## config.mk

```make
export PLATFORM = sky130hd
export DESIGN_NAME = mux32_rr_arbiter_flat
export DESIGN_NICKNAME = d
export VERILOG_FILES = /design/src/rtl/mux32_rr_arbiter_if.sv /design/src/rtl/mux32_rr_arbiter.sv /design/src/flat_wrapper.sv
export SDC_FILE = /design/constraint.sdc
export NUM_CORES = 1
export LEC_CHECK = 0
export ABC_AREA = 1
export CAP_MARGIN = 20
export CORE_UTILIZATION = 36
export CTS_CLUSTER_DIAMETER = 200
export DETAILED_ROUTE_END_ITERATION = 6
export GPL_TIMING_DRIVEN = 0
export PLACE_DENSITY = 0.57
export SLEW_MARGIN = 20
export SYNTH_ARGS = -nofsm -noshare
export SYNTH_HDL_FRONTEND = slang
export SYNTH_SLANG_ARGS = --single-unit
export TNS_END_PERCENT = 100
```

## constraint.sdc

```tcl
create_clock -name CLK -period 7.04 [get_ports CLK]
set_clock_uncertainty 0.1 [all_clocks]
set_input_delay 1.056 -clock CLK [delete_from_list [all_inputs] [get_ports CLK]]
set_output_delay 1.056 -clock CLK [all_outputs]
set_load 0.005 [all_outputs]
```

## src/rtl/mux32_rr_arbiter_if.sv

```systemverilog
// Handshake bundle between the round-robin arbiter, its requesters and the downstream consumer.
// master: arbiter side; slave: requester/consumer side.
interface mux32_rr_arbiter_if;
    logic [31:0] REQ;
    logic        READY;
    logic [31:0] GNT;
    logic [4:0]  SEL;
    logic        VALID;
    logic        TIMEOUT;

    modport master (
        input  REQ,
        input  READY,
        output GNT,
        output SEL,
        output VALID,
        output TIMEOUT
    );

    modport slave (
        output REQ,
        output READY,
        input  GNT,
        input  SEL,
        input  VALID,
        input  TIMEOUT
    );
endinterface

```

## src/rtl/mux32_rr_arbiter.sv

```systemverilog
// Round-robin arbiter driving the MUX32_32x1 select, bursts bounded by MAX_BURST.
// Optional stall-timeout forced release when ARB_STALL_TIMEOUT_EN is defined.
module mux32_rr_arbiter #(
    parameter int unsigned MAX_BURST   = 4,
    parameter int unsigned TIMEOUT_CYC = 16
) (
    input  logic                   CLK,
    input  logic                   RST,
    mux32_rr_arbiter_if.master     bus
);

    if (MAX_BURST < 1 || MAX_BURST > 16) begin : g_bad_burst
        $error("MAX_BURST must be in 1..16");
    end
    if (TIMEOUT_CYC < 1 || TIMEOUT_CYC > 32) begin : g_bad_timeout
        $error("TIMEOUT_CYC must be in 1..32");
    end

    typedef enum logic {IDLE, GRANT} state_t;

    state_t      st_q, st_d;
    logic [4:0]  ptr_q, ptr_d;
    logic [4:0]  sel_q, sel_d;
    logic [31:0] gnt_q, gnt_d;
    logic [3:0]  cnt_q, cnt_d;
    logic        timeout_q, timeout_d;

    logic        valid, xfer;
    logic        rel_burst, rel_timeout, release_now;
    logic [4:0]  next_ptr;

    // Rotate so bit 0 is the pointer position, then take the lowest set bit.
    function automatic logic [4:0] pick(input logic [31:0] req, input logic [4:0] ptr);
        logic [63:0] dbl;
        logic [31:0] rot;
        logic [4:0]  off;
        dbl = {req, req} >> ptr;
        rot = dbl[31:0];
        off = '0;
        for (int unsigned i = 0; i < 32; i++) begin
            if (rot[31 - i]) off = 5'(31 - i);
        end
        return ptr + off;
    endfunction

    always_comb begin : out_comb
        valid = (st_q == GRANT) && bus.REQ[sel_q];
        xfer  = valid && bus.READY;
    end

    assign bus.VALID   = valid;
    assign bus.GNT     = gnt_q;
    assign bus.SEL     = sel_q;
    assign bus.TIMEOUT = timeout_q;

`ifdef ARB_STALL_TIMEOUT_EN
    logic [4:0] stall_q, stall_d;

    assign rel_timeout = valid && !bus.READY && (stall_q == 5'(TIMEOUT_CYC - 1));

    always_comb begin : stall_comb
        stall_d   = stall_q;
        timeout_d = rel_timeout;
        if (xfer || release_now) stall_d = '0;
        else if (valid && !bus.READY) stall_d = stall_q + 5'd1;
    end

    always_ff @(posedge CLK) begin : stall_reg
        if (RST) stall_q <= '0;
        else     stall_q <= stall_d;
    end
`else
    assign rel_timeout = 1'b0;
    assign timeout_d   = 1'b0;
`endif

    assign rel_burst   = xfer && (cnt_q == 4'(MAX_BURST - 1));
    assign release_now = (st_q == GRANT) && (!bus.REQ[sel_q] || rel_burst || rel_timeout);
    assign next_ptr    = sel_q + 5'd1;

    always_comb begin : next_comb
        st_d  = st_q;
        ptr_d = ptr_q;
        sel_d = sel_q;
        gnt_d = gnt_q;
        cnt_d = cnt_q;
        case (st_q)
            IDLE: begin
                if (|bus.REQ) begin
                    sel_d = pick(bus.REQ, ptr_q);
                    gnt_d = 32'h1 << sel_d;
                    cnt_d = '0;
                    st_d  = GRANT;
                end
            end
            GRANT: begin
                if (xfer) cnt_d = cnt_q + 4'd1;
                // Release re-arbitrates from the advanced pointer in the same edge.
                if (release_now) begin
                    ptr_d = next_ptr;
                    cnt_d = '0;
                    if (|bus.REQ) begin
                        sel_d = pick(bus.REQ, next_ptr);
                        gnt_d = 32'h1 << sel_d;
                    end else begin
                        gnt_d = '0;
                        st_d  = IDLE;
                    end
                end
            end
        endcase
    end

    always_ff @(posedge CLK) begin : state_reg
        if (RST) begin
            st_q      <= IDLE;
            ptr_q     <= '0;
            sel_q     <= '0;
            gnt_q     <= '0;
            cnt_q     <= '0;
            timeout_q <= 1'b0;
        end else begin
            st_q      <= st_d;
            ptr_q     <= ptr_d;
            sel_q     <= sel_d;
            gnt_q     <= gnt_d;
            cnt_q     <= cnt_d;
            timeout_q <= timeout_d;
        end
    end

endmodule

```

## src/flat_wrapper.sv

```systemverilog
// flat-port wrapper written by rule: the top's interface ports become plain ports
module mux32_rr_arbiter_flat 
#(
    parameter int unsigned MAX_BURST   = 4,
    parameter int unsigned TIMEOUT_CYC = 16
)
  (CLK, RST, bus_REQ, bus_READY, bus_GNT, bus_SEL, bus_VALID, bus_TIMEOUT);
  mux32_rr_arbiter_if bus_i ();
  input  logic CLK;
  input  logic RST;
  input wire logic [$bits(bus_i.REQ)-1:0] bus_REQ;
  input wire logic [$bits(bus_i.READY)-1:0] bus_READY;
  output wire logic [$bits(bus_i.GNT)-1:0] bus_GNT;
  output wire logic [$bits(bus_i.SEL)-1:0] bus_SEL;
  output wire logic [$bits(bus_i.VALID)-1:0] bus_VALID;
  output wire logic [$bits(bus_i.TIMEOUT)-1:0] bus_TIMEOUT;
  assign bus_i.REQ = bus_REQ;
  assign bus_i.READY = bus_READY;
  assign bus_GNT = bus_i.GNT;
  assign bus_SEL = bus_i.SEL;
  assign bus_VALID = bus_i.VALID;
  assign bus_TIMEOUT = bus_i.TIMEOUT;
  mux32_rr_arbiter #(.MAX_BURST(MAX_BURST), .TIMEOUT_CYC(TIMEOUT_CYC)) u_core (.CLK(CLK), .RST(RST), .bus(bus_i));
endmodule
```

==> impl_metrics.py <==
metrics = {
    "setup_path": {
        "reg2reg_depth": 46,
        "crit_top_cell": "nand2_1",
        "required_ps": 7120,
        "critical_path.max_fanout": 10,
        "timing_worst_setup_path_type": "in -> reg",
        "crit_path_start_kind": "primary input",
        "slowest_stage": "clkdlybuf4s50_1",
        "arrival_ps": 6630,
        "cp_slowest_stage_delay_ps": 600,
        "end_kind": "flop",
    },
    "timing": {
        "final_max_slew_viol_count": 0,
        "finalCritPeriodShare_pct": 93.1,
        "rsz0062_at_grt": "false",
        "final_hold_viol_count": 0,
        "fin_tns_setup_ps": 0,
        "layout_min_cycle_time_ps": 6550,
        "slew_headroom_pct": 60.9,
        "max_freq_ghz": 0.153,
        "tightest_slew_ps": 585,
        "setup_viol": 0,
    },
    "route": {
        "num_vias": 10300,
        "drc": 0,
        "drtIter0Drc": 970,
        "wl_mm": 31.6,
        "firstDrtPassIters": 5,
        "routedWlPerCell_um": 17.0,
        "drt-vias-per-instance": 5.54,
        "postRouteAntennaNets": 0,
    },
    "global_route": {
        "gr-usage-met1_pct": 39.8,
        "grt.met2_usage_pct": 43.8,
        "grt_max_degree": 15,
        "gr-usage-all-layers_pct": 28.1,
        "grt_pass1_wl_mm": 48.5,
        "grt.busiest_layer": "met2",
        "grt_pass1_vias": 9096,
        "grt_overflow": 0,
        "use_met3_pct": 5.90,
        "antenna_found_initial": 0,
    },
    "place": {
        "placedCellCount": 1846,
        "portBuffers": 72,
        "dp_hpwl_mm": 25.1,
        "gp_congestion": 0.977,
        "dpl_cell_area_um2": 8740,
    },
    "clocking": {
        "root_buffer": "clkbuf_16",
        "clkSlewWorstSetupHoldPaths_ps": 70,
        "cts_buffers": 5,
        "cts_setup_buffers": 0,
        "htree_num_levels": 2,
        "insertion_delay_ps": 290,
        "cts_buffer_depth": 2,
        "cts.sinks": 47,
        "cts_tree": "built",
    },
    "floorplan": {
        "design.core.area_um2": 21000,
        "chipHeight_um": 148,
        "start_util_pct": 36.6,
        "dieArea_um2": 21900,
        "io_pins": 74,
        "die_x_um": 148,
        "rows": 53,
    },
    "hold_path": {
        "min_path_type": "reg -> reg",
        "hold_depth": 2,
    },
    "yosys": {
        "yosys_warnings": 0,
        "yosysSeqAreaShare_pct": 12.3,
        "syn_nets": 1545,
        "synth_top_area_share_pct": 26.7,
        "synth_top_area_cell": "nand2_1",
        "avgSynthCellArea_um2": 5.12,
        "synthTopCellsByArea": "nand2_1, nand3_1, dfxtp_1, o21ai_0, inv_1",
        "synth_cell_types": 44,
        "synthesis.area_um2": 7670,
        "postSynthCellCount": 1499,
        "ys_ff_latch": 47,
    },
    "power": {
        "total_power_mw": 5.34,
        "p_leak_nw": 4.35,
        "ir_drop_mv": 0.273,
        "powerDensity_nw_per_um2": 599,
    },
    "cells_and_area": {
        "drive_gt1_share_pct": 6.08,
        "fin_area_um2": 8920,
        "syn_to_final_growth_pct": 16.2,
        "fin_cells": 1854,
        "final_util_pct": 42.6,
        "nNetsFinal": 1624,
        "antenna_cells": 0,
    },
    "status": {
        "outcome": "completed",
    },
    "flow_run": {
        "drv_cap": 0,
    },
}
-- final timing paths --
| kind | startpoint | to | slack [ps] |
|---|---|---|---|
| worst max-delay path | bus_REQ[31] | u_core.bus.GNT[24]$_SDFFE_PP0P_ | 490 |
| worst min-delay path | u_core.cnt_q[0]$_SDFFE_PP0P_ | u_core.cnt_q[0]$_SDFFE_PP0P_ | 390 |
| worst min register to register | u_core.cnt_q[0]$_SDFFE_PP0P_ | u_core.cnt_q[0]$_SDFFE_PP0P_ | 390 |
| worst max register to register | u_core.ptr_q[1]$_SDFFE_PP0P_ | u_core.bus.GNT[24]$_SDFFE_PP0P_ | 870 |
-- per-layer routing --
layer,vias up,wire (um)
li1,5118,-
met1,4652,14400
met2,438,13700
met3,54,2970
met4,0,512
met5,-,0
-- flip-flops by register name (all words and copies together) (netlist names) --
register / flops
u_core.bus.GNT: 32
u_core.bus.SEL: 5
u_core.ptr_q: 5
u_core.cnt_q: 4
u_core.st_q: 1
-- worst max-delay path: cells and delay by family --
family	cells	cell delay, ps
adders and majority gates	2	700
buffers and inverters	3	1050
AOI/OAI and AO/OA	5	1060
and+or+nand+nor	35	2620
xor gates and xnor gates	1	150
-- layout by cell type (no fill, tap or decap), drive strengths merged, types with 5 or more instances in the layout --
master	count
xor2	5
and2	7
nor4	16
ha	10
clkdlybuf4s50	72
nand4	10
nand2	562
nor3	9
o21ai	129
buf	58
dfxtp	47
nand3	303
a21oi	49
clkbuf	31
nor2	86
a31oi	28
inv	129
-- timing repair --
| item | 4_1_cts | 5_1_grt |
|---|---|---|
| hold buffers | 0 | 0 |
| hold endpoints to repair | 0 | 0 |
| endpoints found under the setup margin | 0 | 8 |
| resized for setup | 0 | 1 |
-- cell type report --
class	instances	area (um2)
clock inverter	2	35.0
multi-input combinational	1237	5760
clock buffer	6	139
fill	2428	12000
tap	275	344
buffer	83	479
sequential	47	941
timing repair buffer	72	721
inverter	132	500
-- per-stage QoR --
stage	setup slack [ps]	hold WS (ps)
after global placement	389	379
after floorplan	2000	353
final	488	390
after CTS	548	391
after detailed placement	271	380
after global routing	4.16	422
-- logic make-up (layout without fill, tap and decap cells) --
logic type                 count (synthesis)  in the layout  share of synthesized area [%]
and+or+nand+nor                          995            995                           56.3
AOI/OAI and AO/OA                        221            221                           15.6
buffers and inverters                    215            295                           12.8
DFF                                       47             47                           12.3
adders and majority gates                 11             11                           1.89
xor gates and xnor gates                   5              5                          0.571
muxes                                      4              4                          0.522
other                                      1              1                         0.0489
-- Yosys cell counts, drive strengths merged --
library cell,number
a211oi,4
a21boi,2
a21oi,49
a311oi,1
a31oi,28
a32o,1
a41o,1
and2,7
buf,58
clkbuf,25
clkinv,3
conb,1
dfxtp,47
fa,1
ha,10
inv,129
mux2i,4
nand2,562
nand3,303
nand3b,1
nand4,10
nor2,86
nor3,9
nor4,16
o211ai,1
o21a,2
o21ai,129
o21bai,3
or2,1
xor2,5
-- power breakdown --
group | switching, mW | internal, mW | total, mW | leakage, nW
combinational | 3.16 | 1.48 | 4.64 | 3.88
sequential | 0.0637 | 0.351 | 0.415 | 0.384
clock | 0.105 | 0.177 | 0.281 | 0.0868
(Power assumes the default switching activity.)
